## src/rtl/reg_file_sequencer.sv

```systemverilog
// Multi-cycle initiator for an 8x8 register file: takes one decoded instruction
// per handshake, reads the sources, executes, and writes the 8-bit result back.
//
// state   | meaning
// --------+-----------------------------------------------------------
// S_IDLE  | ready for an instruction; DONE pulses here after a write
// S_READ  | READREG1/2 driven, waiting READ_WAIT cycles for read data
// S_EXEC  | REGOUT1/2 settled; result latched at the closing edge
// S_WRITE | WRITEENABLE high with WRITEREG/WRITEDATA stable
// S_ERR   | illegal opcode dropped; ERROR high for this one cycle
module reg_file_sequencer #(
  parameter int READ_WAIT = 1
) (
  input  logic        CLK,
  input  logic        RESET,
  input  logic        INSTR_VALID,
  output logic        INSTR_READY,
  input  logic [31:0] INSTRUCTION,
  output logic [2:0]  READREG1,
  output logic [2:0]  READREG2,
  input  logic [7:0]  REGOUT1,
  input  logic [7:0]  REGOUT2,
  output logic [2:0]  WRITEREG,
  output logic [7:0]  WRITEDATA,
  output logic        WRITEENABLE,
  output logic        DONE,
  output logic        ERROR
);

  typedef enum logic [2:0] {
    S_IDLE,
    S_READ,
    S_EXEC,
    S_WRITE,
    S_ERR
  } state_t;

  localparam logic [7:0] OP_LOADI = 8'h00;
  localparam logic [7:0] OP_MOV   = 8'h01;
  localparam logic [7:0] OP_ADD   = 8'h02;
  localparam logic [7:0] OP_SUB   = 8'h03;
  localparam logic [7:0] OP_AND   = 8'h04;
  localparam logic [7:0] OP_OR    = 8'h05;

  state_t     state;
  logic [7:0] opcode;
  logic [1:0] wait_cnt;
  logic [7:0] alu_res;
  logic [7:0] op_in;
  logic       unused_bits;

  assign op_in       = INSTRUCTION[31:24];
  assign unused_bits = ^{INSTRUCTION[23:19], INSTRUCTION[15:11]};

  // Ready is gated by reset so an instruction can never be accepted on a reset edge.
  assign INSTR_READY = !RESET && (state == S_IDLE);

  always_comb begin
    alu_res = '0;
    case (opcode)
      OP_MOV:  alu_res = REGOUT2;
      OP_ADD:  alu_res = REGOUT1 + REGOUT2;
      OP_SUB:  alu_res = REGOUT1 - REGOUT2;
      OP_AND:  alu_res = REGOUT1 & REGOUT2;
      OP_OR:   alu_res = REGOUT1 | REGOUT2;
      default: alu_res = '0;
    endcase
  end

  always_ff @(posedge CLK) begin
    if (RESET) begin
      state       <= S_IDLE;
      opcode      <= '0;
      wait_cnt    <= '0;
      READREG1    <= '0;
      READREG2    <= '0;
      WRITEREG    <= '0;
      WRITEDATA   <= '0;
      WRITEENABLE <= 1'b0;
      DONE        <= 1'b0;
      ERROR       <= 1'b0;
    end else begin
      WRITEENABLE <= 1'b0;
      DONE        <= 1'b0;
      ERROR       <= 1'b0;
      case (state)
        S_IDLE: begin
          if (INSTR_VALID) begin
            opcode <= op_in;
            if (op_in == OP_LOADI) begin
              WRITEREG    <= INSTRUCTION[18:16];
              WRITEDATA   <= INSTRUCTION[7:0];
              WRITEENABLE <= 1'b1;
              state       <= S_WRITE;
            end else if (op_in <= OP_OR) begin
              WRITEREG <= INSTRUCTION[18:16];
              READREG1 <= INSTRUCTION[10:8];
              READREG2 <= INSTRUCTION[2:0];
              wait_cnt <= 2'(READ_WAIT - 1);
              state    <= S_READ;
            end else begin
              ERROR <= 1'b1;
              state <= S_ERR;
            end
          end
        end
        // Terminal count of the read-wait down-counter ends the READ state.
        S_READ: begin
          if (wait_cnt == 2'd0) state <= S_EXEC;
          else                  wait_cnt <= wait_cnt - 2'd1;
        end
        S_EXEC: begin
          WRITEDATA   <= alu_res;
          WRITEENABLE <= 1'b1;
          state       <= S_WRITE;
        end
        S_WRITE: begin
          DONE  <= 1'b1;
          state <= S_IDLE;
        end
        S_ERR:   state <= S_IDLE;
        default: state <= S_IDLE;
      endcase
    end
  end

endmodule
```

## config.mk

```make
export PLATFORM = sky130hd
export DESIGN_NAME = reg_file_sequencer
export DESIGN_NICKNAME = d
export VERILOG_FILES = /design/src/rtl/reg_file_sequencer.sv
export SDC_FILE = /design/constraint.sdc
export NUM_CORES = 1
export LEC_CHECK = 0
export ABC_AREA = 1
export ABC_CLOCK_PERIOD_IN_PS = 2390
export CORE_MARGIN = 8
export CORE_UTILIZATION = 45
export DETAILED_ROUTE_END_ITERATION = 7
export PLACE_DENSITY = 0.81
export SYNTH_ARGS = -nofsm -noshare
export SYNTH_HDL_FRONTEND = slang
export SYNTH_SLANG_ARGS = --single-unit
export TNS_END_PERCENT = 20
```

## constraint.sdc

```tcl
create_clock -name CLK -period 2.39 [get_ports CLK]
set_input_delay 0.478 -clock CLK [delete_from_list [all_inputs] [get_ports CLK]]
set_output_delay 0.478 -clock CLK [all_outputs]
set_load 0.03 [all_outputs]
```

==> reports/qor.log <==
INFO  power_and_ir_drop max-vdd-ir-drop=0.305mV
INFO  die            die_y=85.9um
INFO  clock_network  cts-root-buf=sky130_fd_sc_hd__clkbuf_8
INFO  timing         finalCritPeriodShare=99.3%
INFO  power_and_ir_drop cellPowerDensity=514nW/um2
INFO  clock_network  htree_num_levels=2
INFO  route          drt-pass1-iter-count=4
INFO  timing         fin_max_slew_vios=0
INFO  timing         final_critical_path_setup_slack=0.0168ns
INFO  power_and_ir_drop static-leakage-power=1.52nW
INFO  clock_network  cts_max_path_buffers=2
INFO  clock_network  cts.clk_slew.worst_paths=0.07ns
INFO  setup_path     crit_required=2.56ns
INFO  finish         final_cell_count_no_fill=498
INFO  route          initialDrtViolationCount=119
INFO  finish         regArea=662um2
INFO  yosys          yosys.area_share.xor_xnor=1.99%
INFO  timing         finalSetupViolCount=0
INFO  yosys          synth_top_family_by_area=simple AND/OR/NAND/NOR gates
INFO  power_and_ir_drop design_power_total=1.69mW
INFO  placement      place.detailed.instances=485
INFO  yosys          yosys_register_bits=33
INFO  yosys          muxShareOfSynthArea=0%
INFO  grt            first_global_vias=2404
INFO  route          routed-via-count=2496
INFO  yosys          synthAdderAreaFrac=7.18%
INFO  placement      placement.io_buffers=61
INFO  die            coreArea=4720um2
INFO  yosys          post_synthesis_instance_total=331
INFO  finish         area_growth_syn_to_layout=49.9%
INFO  yosys          cell_types_with_the_largest_area_share_after_synthesis=sky130_fd_sc_hd__dfxtp_1 30%, sky130_fd_sc_hd__nand2_1 9.9%, sky130_fd_sc_hd__a21oi_1 8.9%
INFO  route          vias_per_cell=5.01
INFO  timing         grt_setup_unrepaired=true
INFO  clock_network  total_clock_sinks=33
INFO  setup_path     worst_setup_path_start_kind=input port
INFO  yosys          mappedNetlistNets=394
INFO  grt            track_usage=18.2%
INFO  timing         timing.final.hold_violations=0
INFO  grt            grt_max_degree=28
INFO  timing         achievable-frequency=421MHz
INFO  yosys          mappedNetlistArea=2200um2
INFO  clock_network  cts_made_buffers=5
INFO  yosys          synth-simple-area-share=28.5%
INFO  timing         setup_total_negative_slack=0ns
INFO  yosys          synthesized_area_divided_by_synthesized_cell_count=6.63um2
INFO  route          drc=0
INFO  yosys          synth_top_cell_by_area=sky130_fd_sc_hd__dfxtp_1
INFO  clock_network  cts_tree=built
INFO  finish         diodes=0
INFO  timing         skew=0.00496ns
INFO  die            fp-row-count=25
INFO  finish         finalCoreUtilization=69.7%
INFO  timing         timing_worst_slew_pin_value=0.383ns
INFO  die            effective_utilization_at_floorplan=46.5%
INFO  setup_path     cp_data_arrival_time=2.54ns
INFO  route          drt.antenna.violating_nets=0
INFO  placement      dpl_worst_slack=-0.496ns
INFO  setup_path     crit_path_max_fanout=4
INFO  placement      dp_hpwl=5.18mm
INFO  finish         fin_nets=493
INFO  finish         most-common-layout-cells=55 x sky130_fd_sc_hd__nand2_1, 55 x sky130_fd_sc_hd__clkdlybuf4s50_1, 36 x sky130_fd_sc_hd__a21oi_1, 36 x sky130_fd_sc_hd__buf_4, 32 x sky130_fd_sc_hd__dfxtp_1
INFO  timing         fin_crit=2.37ns
INFO  route          route.detailed.wl_per_inst=13.5um
INFO  clock_network  clkLatencyLatePin=0.28ns
INFO  yosys          synth_compound_area_share=21.3%
INFO  yosys          yosys.cell_types.count=33
INFO  setup_path     worst_setup_path_end_kind=flop
INFO  yosys          synthesis_warning_total=0
INFO  finish         multi_input_area=1360um2
INFO  finish         share_of_post_route_cells_with_drive_strength_above_1=24.1%
INFO  timing         slew_headroom=74.3%
INFO  job            timing.max_cap.violations=0
INFO  die            ioPinCount=72
INFO  die            die_x=85.9um
INFO  grt            wire_length_of_the_first_global_routing_pass=10.9mm
INFO  min_path       min_path_type=flop to flop
INFO  die            design.die.area=7370um2
INFO  grt            globalRouteOverflowTotal=0
INFO  outcome        outcome=complete, no violations
INFO  route          drt_wl_total=6.72mm
INFO  grt            antenna_violations_before_repair=0
INFO  placement      gpl.final_weighted_congestion=0.898
INFO  setup_path     critPathKind=input port to flop
INFO  yosys          synth.top_cell.area_share=30.1%
INFO  finish         fillers=391
INFO  yosys          synth.yosys.seq_area_share=30.1%
worst paths after layout:
kind / start / to / slack [ns] / cells after the start
worst max register to register: opcode[3] / WRITEDATA[7] / 0.14 / 18
worst max-delay path: REGOUT2[2] / WRITEDATA[7] / 0.02 / 18
worst min-delay path: opcode[6] / opcode[6] / 0.44 / 2
worst min register to register: opcode[6] / opcode[6] / 0.44 / 2
timing repair:
action / in CTS / in global routing
hold buffers: 0 / 0
cloned: 0 / 0
setup endpoints to repair: 6 / 6
pin swaps: 14 / 17
resized for setup: 12 / 23
setup buffers: 3 / 2
state kept, by name (all words and copies together) (netlist names):
register	flops
DONE	1
ERROR	1
READREG1	3
READREG2	3
WRITEDATA	8
WRITEENABLE	1
WRITEREG	3
opcode	8
state	3
wait_cnt	2
per-stage QoR:
step | hold slack, ns | cell area, um2
6_report | 0.442 | 3290
5_1_grt | 0.460 | 3290
4_1_cts | 0.446 | 3220
3_5_place_dp | 0.436 | 3090
3_3_place_gp | 0.430 | 3090
2_1_floorplan | 0.423 | 2200
Yosys cell counts, drive strengths merged:
cell,instances
nand4,8
nor3,5
a31oi,2
fa,1
nand3,18
inv,57
xor2,5
o21ai,40
ha,11
a21oi,41
clkinv,1
or2,3
nor4,1
clkbuf,3
buf,1
and3,1
nand2,60
a311oi,1
nor2,36
dfxtp,33
a211oi,1
o22ai,2
worst max-delay path, cell delays in order:
cell                            delay (ns)
sky130_fd_sc_hd__dlygate4sd2_1        0.25
sky130_fd_sc_hd__inv_1                0.05
sky130_fd_sc_hd__nand2_1              0.06
sky130_fd_sc_hd__nor2_2               0.12
sky130_fd_sc_hd__inv_1                0.09
sky130_fd_sc_hd__o21ai_2              0.15
sky130_fd_sc_hd__xor2_1               0.23
sky130_fd_sc_hd__ha_1                 0.31
sky130_fd_sc_hd__nand2_1              0.10
sky130_fd_sc_hd__inv_1                0.04
sky130_fd_sc_hd__nand2_1              0.06
sky130_fd_sc_hd__nand2_1              0.06
sky130_fd_sc_hd__a21oi_2              0.16
sky130_fd_sc_hd__nand3_1              0.10
sky130_fd_sc_hd__nand3_1              0.09
sky130_fd_sc_hd__nand2_1              0.06
sky130_fd_sc_hd__nand2_1              0.08
sky130_fd_sc_hd__a21oi_2              0.05
metal layers:
metal  part of all wire [%]  vias up  routed length (um)  track usage, %
met2                     48       84                3240            31.3
met5                      0        -                   0               0
met3                    6.4       10                 432            4.20
li1                       -     1284                   -               -
met4                    1.2        0                  81            5.10
met1                     44     1118                2960            21.9
cell families (layout without fill, tap and decap cells):
logic type,after synthesis,in the layout
AO/OA/AOI/OAI,87,87
AND/OR/NAND/NOR,132,132
XOR/XNOR,5,5
buffers and inverters,62,162
adder cells (fa/ha/maj),12,12
flip-flops,33,33
area by class of cell:
class                           count  share of cell area [%]
Multi-Input combinational cell    236                    41.4
Timing Repair Buffer               96                    26.3
Sequential cell                    33                    20.1
Inverter                           58                    6.61
Clock buffer                        7                    2.93
Tap cell                           67                    2.55
Clock inverter                      1                   0.152
where the power goes:
part / switching [mW] / internal (mW)
registers: 0.0223 / 0.592
logic: 0.344 / 0.268
clock network: 0.205 / 0.260
total: 0.571 / 1.12
Note: power is estimated with default switching activity, not from simulation.
